### src/rtl/ika2151_timer_unit.sv
// ika2151_timer_unit: Timer A / Timer B counters, sticky status flags,
// IRQ output and the Timer A overflow strobe used by the CSM key-on path.
// Everything advances on phi1 negative clock-enable edges; a tick is an
// enabled edge in cycle 31 of the frame, or every enabled edge in test mode.
module ika2151_timer_unit #(
   parameter int TA_WIDTH    = 10,
   parameter int TB_WIDTH    = 8,
   parameter int TB_PRESCALE = 16
) (
   input  logic                i_EMUCLK,
   input  logic                i_MRST_n,
   input  logic                i_phi1_NCEN_n,
   input  logic                i_CYCLE_31,
   input  logic                i_TEST_FAST,
   input  logic [TA_WIDTH-1:0] i_CLKA,
   input  logic [TB_WIDTH-1:0] i_CLKB,
   input  logic                i_LOAD_A,
   input  logic                i_LOAD_B,
   input  logic                i_IRQEN_A,
   input  logic                i_IRQEN_B,
   input  logic                i_FRST_A,
   input  logic                i_FRST_B,
   output logic                o_TIMERA_FLAG,
   output logic                o_TIMERB_FLAG,
   output logic                o_TIMERA_OVFL,
   output logic                o_IRQ_n,
   output logic [TA_WIDTH-1:0] o_CNTA
);

   // A one-count prescaler still needs a 1-bit register to stay legal.
   localparam int PS_W = (TB_PRESCALE > 1) ? $clog2(TB_PRESCALE) : 1;
   localparam logic [PS_W-1:0] PS_LAST = PS_W'(TB_PRESCALE - 1);

   logic                en;
   logic                tick;
   logic                run_a;
   logic                run_b;
   logic                ovf_a;
   logic                b_cnt;
   logic                ovf_b;

   logic [TA_WIDTH-1:0] cnt_a;
   logic [TB_WIDTH-1:0] cnt_b;
   logic [PS_W-1:0]     presc;
   logic                load_a_q;
   logic                load_b_q;
   logic                flag_a;
   logic                flag_b;
   logic                ovfl_a;

   // Decode enable/tick and the overflow events. A timer only counts once
   // LOAD was already high on the previous enabled edge, so the edge that
   // first sees LOAD high still preloads.
   always_comb begin
      en    = ~i_phi1_NCEN_n;
      tick  = en & (i_CYCLE_31 | i_TEST_FAST);
      run_a = i_LOAD_A & load_a_q;
      run_b = i_LOAD_B & load_b_q;
      ovf_a = tick & run_a & (&cnt_a);
      b_cnt = tick & run_b & (presc == PS_LAST);
      ovf_b = b_cnt & (&cnt_b);
   end

   // Timer A counter, preload tracking and the one-interval overflow strobe.
   always_ff @(posedge i_EMUCLK) begin
      if (!i_MRST_n) begin
         cnt_a    <= '0;
         load_a_q <= 1'b0;
         ovfl_a   <= 1'b0;
      end else if (en) begin
         load_a_q <= i_LOAD_A;
         ovfl_a   <= ovf_a;
         if (!run_a)
            cnt_a <= i_CLKA;
         else if (tick)
            cnt_a <= ovf_a ? i_CLKA : cnt_a + TA_WIDTH'(1);
      end
   end

   // Timer B prescaler and counter; the counter steps once per prescaler wrap.
   always_ff @(posedge i_EMUCLK) begin
      if (!i_MRST_n) begin
         cnt_b    <= '0;
         presc    <= '0;
         load_b_q <= 1'b0;
      end else if (en) begin
         load_b_q <= i_LOAD_B;
         if (!run_b) begin
            presc <= '0;
            cnt_b <= i_CLKB;
         end else if (tick) begin
            presc <= (presc == PS_LAST) ? '0 : presc + PS_W'(1);
            if (b_cnt)
               cnt_b <= ovf_b ? i_CLKB : cnt_b + TB_WIDTH'(1);
         end
      end
   end

   // Sticky flags: an enabled overflow sets, FRST clears, set beats clear.
   always_ff @(posedge i_EMUCLK) begin
      if (!i_MRST_n) begin
         flag_a <= 1'b0;
         flag_b <= 1'b0;
      end else if (en) begin
         flag_a <= (ovf_a & i_IRQEN_A) | (flag_a & ~i_FRST_A);
         flag_b <= (ovf_b & i_IRQEN_B) | (flag_b & ~i_FRST_B);
      end
   end

   assign o_TIMERA_FLAG = flag_a;
   assign o_TIMERB_FLAG = flag_b;
   assign o_TIMERA_OVFL = ovfl_a;
   assign o_IRQ_n       = ~(flag_a | flag_b);
   assign o_CNTA        = cnt_a;

endmodule

### config.mk
export PLATFORM = sky130hd
export DESIGN_NAME = ika2151_timer_unit
export DESIGN_NICKNAME = d
export VERILOG_FILES = /design/src/rtl/ika2151_timer_unit.sv
export SDC_FILE = /design/constraint.sdc
export NUM_CORES = 1
export LEC_CHECK = 0
export BUFFER_PORTS_ARGS = -buffer_cell sky130_fd_sc_hd__buf_2
export CELL_PAD_IN_SITES_DETAIL_PLACEMENT = 1
export CELL_PAD_IN_SITES_GLOBAL_PLACEMENT = 2
export CORE_UTILIZATION = 34
export CTS_BUF_LIST = sky130_fd_sc_hd__clkbuf_4 sky130_fd_sc_hd__clkbuf_8
export DETAILED_ROUTE_END_ITERATION = 8
export PLACE_DENSITY = 0.95
export SLEW_MARGIN = 20
export SYNTH_ARGS = -nofsm -noshare
export SYNTH_HDL_FRONTEND = slang
export SYNTH_SLANG_ARGS = --single-unit
### constraint.sdc
create_clock -name i_EMUCLK -period 3.3 [get_ports i_EMUCLK]
set_input_delay 0.66 -clock i_EMUCLK [delete_from_list [all_inputs] [get_ports i_EMUCLK]]
set_output_delay 0.66 -clock i_EMUCLK [all_outputs]
set_load 0.05 [all_outputs]
==> results.tsv <==
metric	value	unit
cts_made_buffers	3	
final_max_slew_viol_count	0	
synth_area_per_cell	7.970	sq um
cts-hold-fix-buffers	0	
synthSimpleGateAreaFrac	0.2789	
synthFlopType	dfxtp_1	
cts-htree-levels	1	
crit_start	o_CNTA[0]	
yosysMostFrequentCell	dfxtp_1	
stdcell_area	2011	sq um
busiest_layer	met2	
fin_cells	320	
synth_fa_ha_area_frac	0.02151	
grt_start_max_net_pins	22	
antenna_left	0	
start_util	0.3623	
ys_ff_latch	27	
ys_async_sr_fraction	0	
nNetsFinal	286	
finalHoldViolations	0	
antenna_found_initial	0	
reg2reg_to	o_CNTA[7]	
place_congestion	0.8039	
critPathSlowestCell	nor4_2	
finalSetupTns	0	ns
synth_area	1745	sq um
p_leak	0.0007425	uW
cts.clk_slew.worst_paths	0.11	ns
rsz0062_at_grt	no	
netlist-cell-type-count	50	
routed_wl	5263	um
slew_headroom	0.4463	
antenna_cells	0	
critPathCaptureType	register	
holdWs	0.5138	ns
synth_edf_count	0	
firstDrtPassIters	4	
worstPathCellList	ha_1 -> nand3_1 -> nor4_2 -> buf_4 -> a211oi_1 -> o32ai_1	
wl_per_cell	16.45	um
clock-sinks	27	
port_buffers	42	
syn_to_final_growth	15.20	%
min_path_type	register to register	
synth_compound_area_frac	0.3090	
status	complete, no violations	
dp_hpwl	3786	um
setup_viol	0	
grt_usage	0.2149	
use_met3	0.03841	
rr_worst_depth	6	
dieArea	5424	sq um
drt_iter0_markers	64	
synth-seq-area-share	0.3097	
grt_pass1_vias	1869	
clk_path_buf_depth	2	
criticalPathCategory	register to register	
rows	25	
cts_resized	0	
vias	1886	
grt_pass1_wl	8983	um
fmax	0.4579	GHz
syn-num-nets	251	
dp.cells	316	
drive_gt1_frac	0.2292	
use_met2	0.3751	
die_w	73.65	um
routed_via_density	5.894	
drc_errors	0	
critical_path_peak_fanout	8	
ios	43	
synth_top_family_by_area	compound AO/OA/AOI/OAI gates	
start_kind	register	
post-route-period-util	0.6619	
tightestPinTransition	0.8306	ns
synthXorXnorAreaFrac	0.005018	
overflow	0	
cp_data_required_time	3.50	ns
die_y	73.65	um
skew	0.007215	ns
synth_top_cell_by_area	dfxtp_1	
core_region_area	4817	sq um
synth_top_cell_area_share	0.3097	
period_minus_slack	2.184	ns
ir_worst_vdd	0.1697	mV
synthCells	219	
place_area	1961	sq um
post-cts-setup-buffers	0	
critPathCapture	o_CNTA[7]	
p_per_area	356.1	nW/um^2
r2r_start	o_CNTA[0]	
cts_tree	built	
rrSetupSlack	1.12	ns
ys_top_cells_by_count	dfxtp_1 (27), o21ai_0 (20), a21oi_1 (18), nor2_1 (18), nand3_1 (16)	
drv_cap	0	
use_met1	0.2756	
path_depth	6	
ys_top_cells_by_area	dfxtp_1 (31%), o21ai_0 (5.7%), a21oi_1 (5.2%), nand3_1 (4.6%), nor2_1 (3.9%)	
crit_family	simple AND/OR/NAND/NOR gates	
cp_num_buf_inv	1	
root_buffer	clkbuf_8	
insertion_delay	0.29	ns
cp.arrival	2.38	ns
yosys_warnings	0	
power.total	715.9	uW
yosys-mux-area-fraction	0.01792	
timing.critical_path.slowest_cell_delay	0.58	ns
-- final cells by class --
type / count / area [sq um]
clock buffer: 3 / 41.29
tap: 67 / 83.83
fill: 644 / 2806
clock inverter: 1 / 8.758
sequential: 27 / 540.5
inverter: 4 / 15.01
timing repair buffer: 43 / 217.7
multi-input combinational: 175 / 1104
-- worst min-delay path: stages, from the launching register on --
cell     delay, ns
dfxtp_1       0.35
nand2_1       0.06
a31oi_1       0.06
-- report_power, final --
group / internal [uW] / total [uW] / switching [uW] / leakage [uW]
registers: 342 / 366 / 23.3 / 0.000222
clock network: 89.2 / 214 / 125 / 0.0000261
logic: 46.2 / 136 / 89.7 / 0.000495
-- how the worst min path moves through the flow --
stage | from | end | slack (ns) | cells past startpoint
after floorplan | cnt_b[0] | cnt_b[0] | 0.46 | 2
after global placement | o_TIMERA_FLAG | o_TIMERA_FLAG | 0.48 | 2
after detailed placement | cnt_b[0] | cnt_b[0] | 0.50 | 2
after CTS | cnt_b[0] | cnt_b[0] | 0.51 | 2
after global routing | cnt_b[0] | cnt_b[0] | 0.56 | 2
final | cnt_b[0] | cnt_b[0] | 0.51 | 2
-- cells by family after synthesis --
family                   after synthesis
AND/OR/NAND/NOR                       87
AO/OA/AOI/OAI                         81
flip-flops                            27
buffers and inverters                 17
multiplexers                           3
adder cells (fa/ha/maj)                3
XOR/XNOR                               1
-- through the flow --
stage,setup slack [ns],utilization
floorplan,1.101,-
global placement,1.016,0.4070
detailed placement,0.9361,0.4070
CTS,1.129,0.4174
global route,0.9242,0.4174
finish,1.116,0.4174
-- layout by cell type (no fill, tap or decap), types with 2 or more instances in the layout --
master / n
o21ai_0: 20
a41oi_1: 2
buf_2: 42
and4_2: 2
nor4_1: 6
or4_1: 5
nand3_1: 16
and2_1: 3
inv_1: 4
or3_1: 2
o211ai_1: 7
a21oi_1: 18
a31oi_1: 9
a22oi_1: 4
ha_1: 3
a21o_1: 3
and3_1: 3
nor2_1: 18
o2111ai_1: 3
nor3_1: 2
mux2i_1: 2
dfxtp_1: 27
a32oi_1: 2
nand2_1: 11
clkbuf_8: 3
a211oi_1: 3
and3_2: 2
nand4_1: 9
-- per-layer routing --
| layer | share of wire | wire length [um] |
|---|---|---|
| met1 | 0.48 | 2506 |
| met2 | 0.48 | 2535 |
| met3 | 0.034 | 178 |
| met4 | 0.0080 | 42 |
| met5 | 0 | 0 |
-- state kept, by name, indices dropped and copies added (netlist names) --
name           cells
load_b_q           1
o_TIMERB_FLAG      1
presc              4
o_TIMERA_OVFL      1
load_a_q           1
o_TIMERA_FLAG      1
cnt_b              8
o_CNTA            10
(Power assumes the default switching activity.)
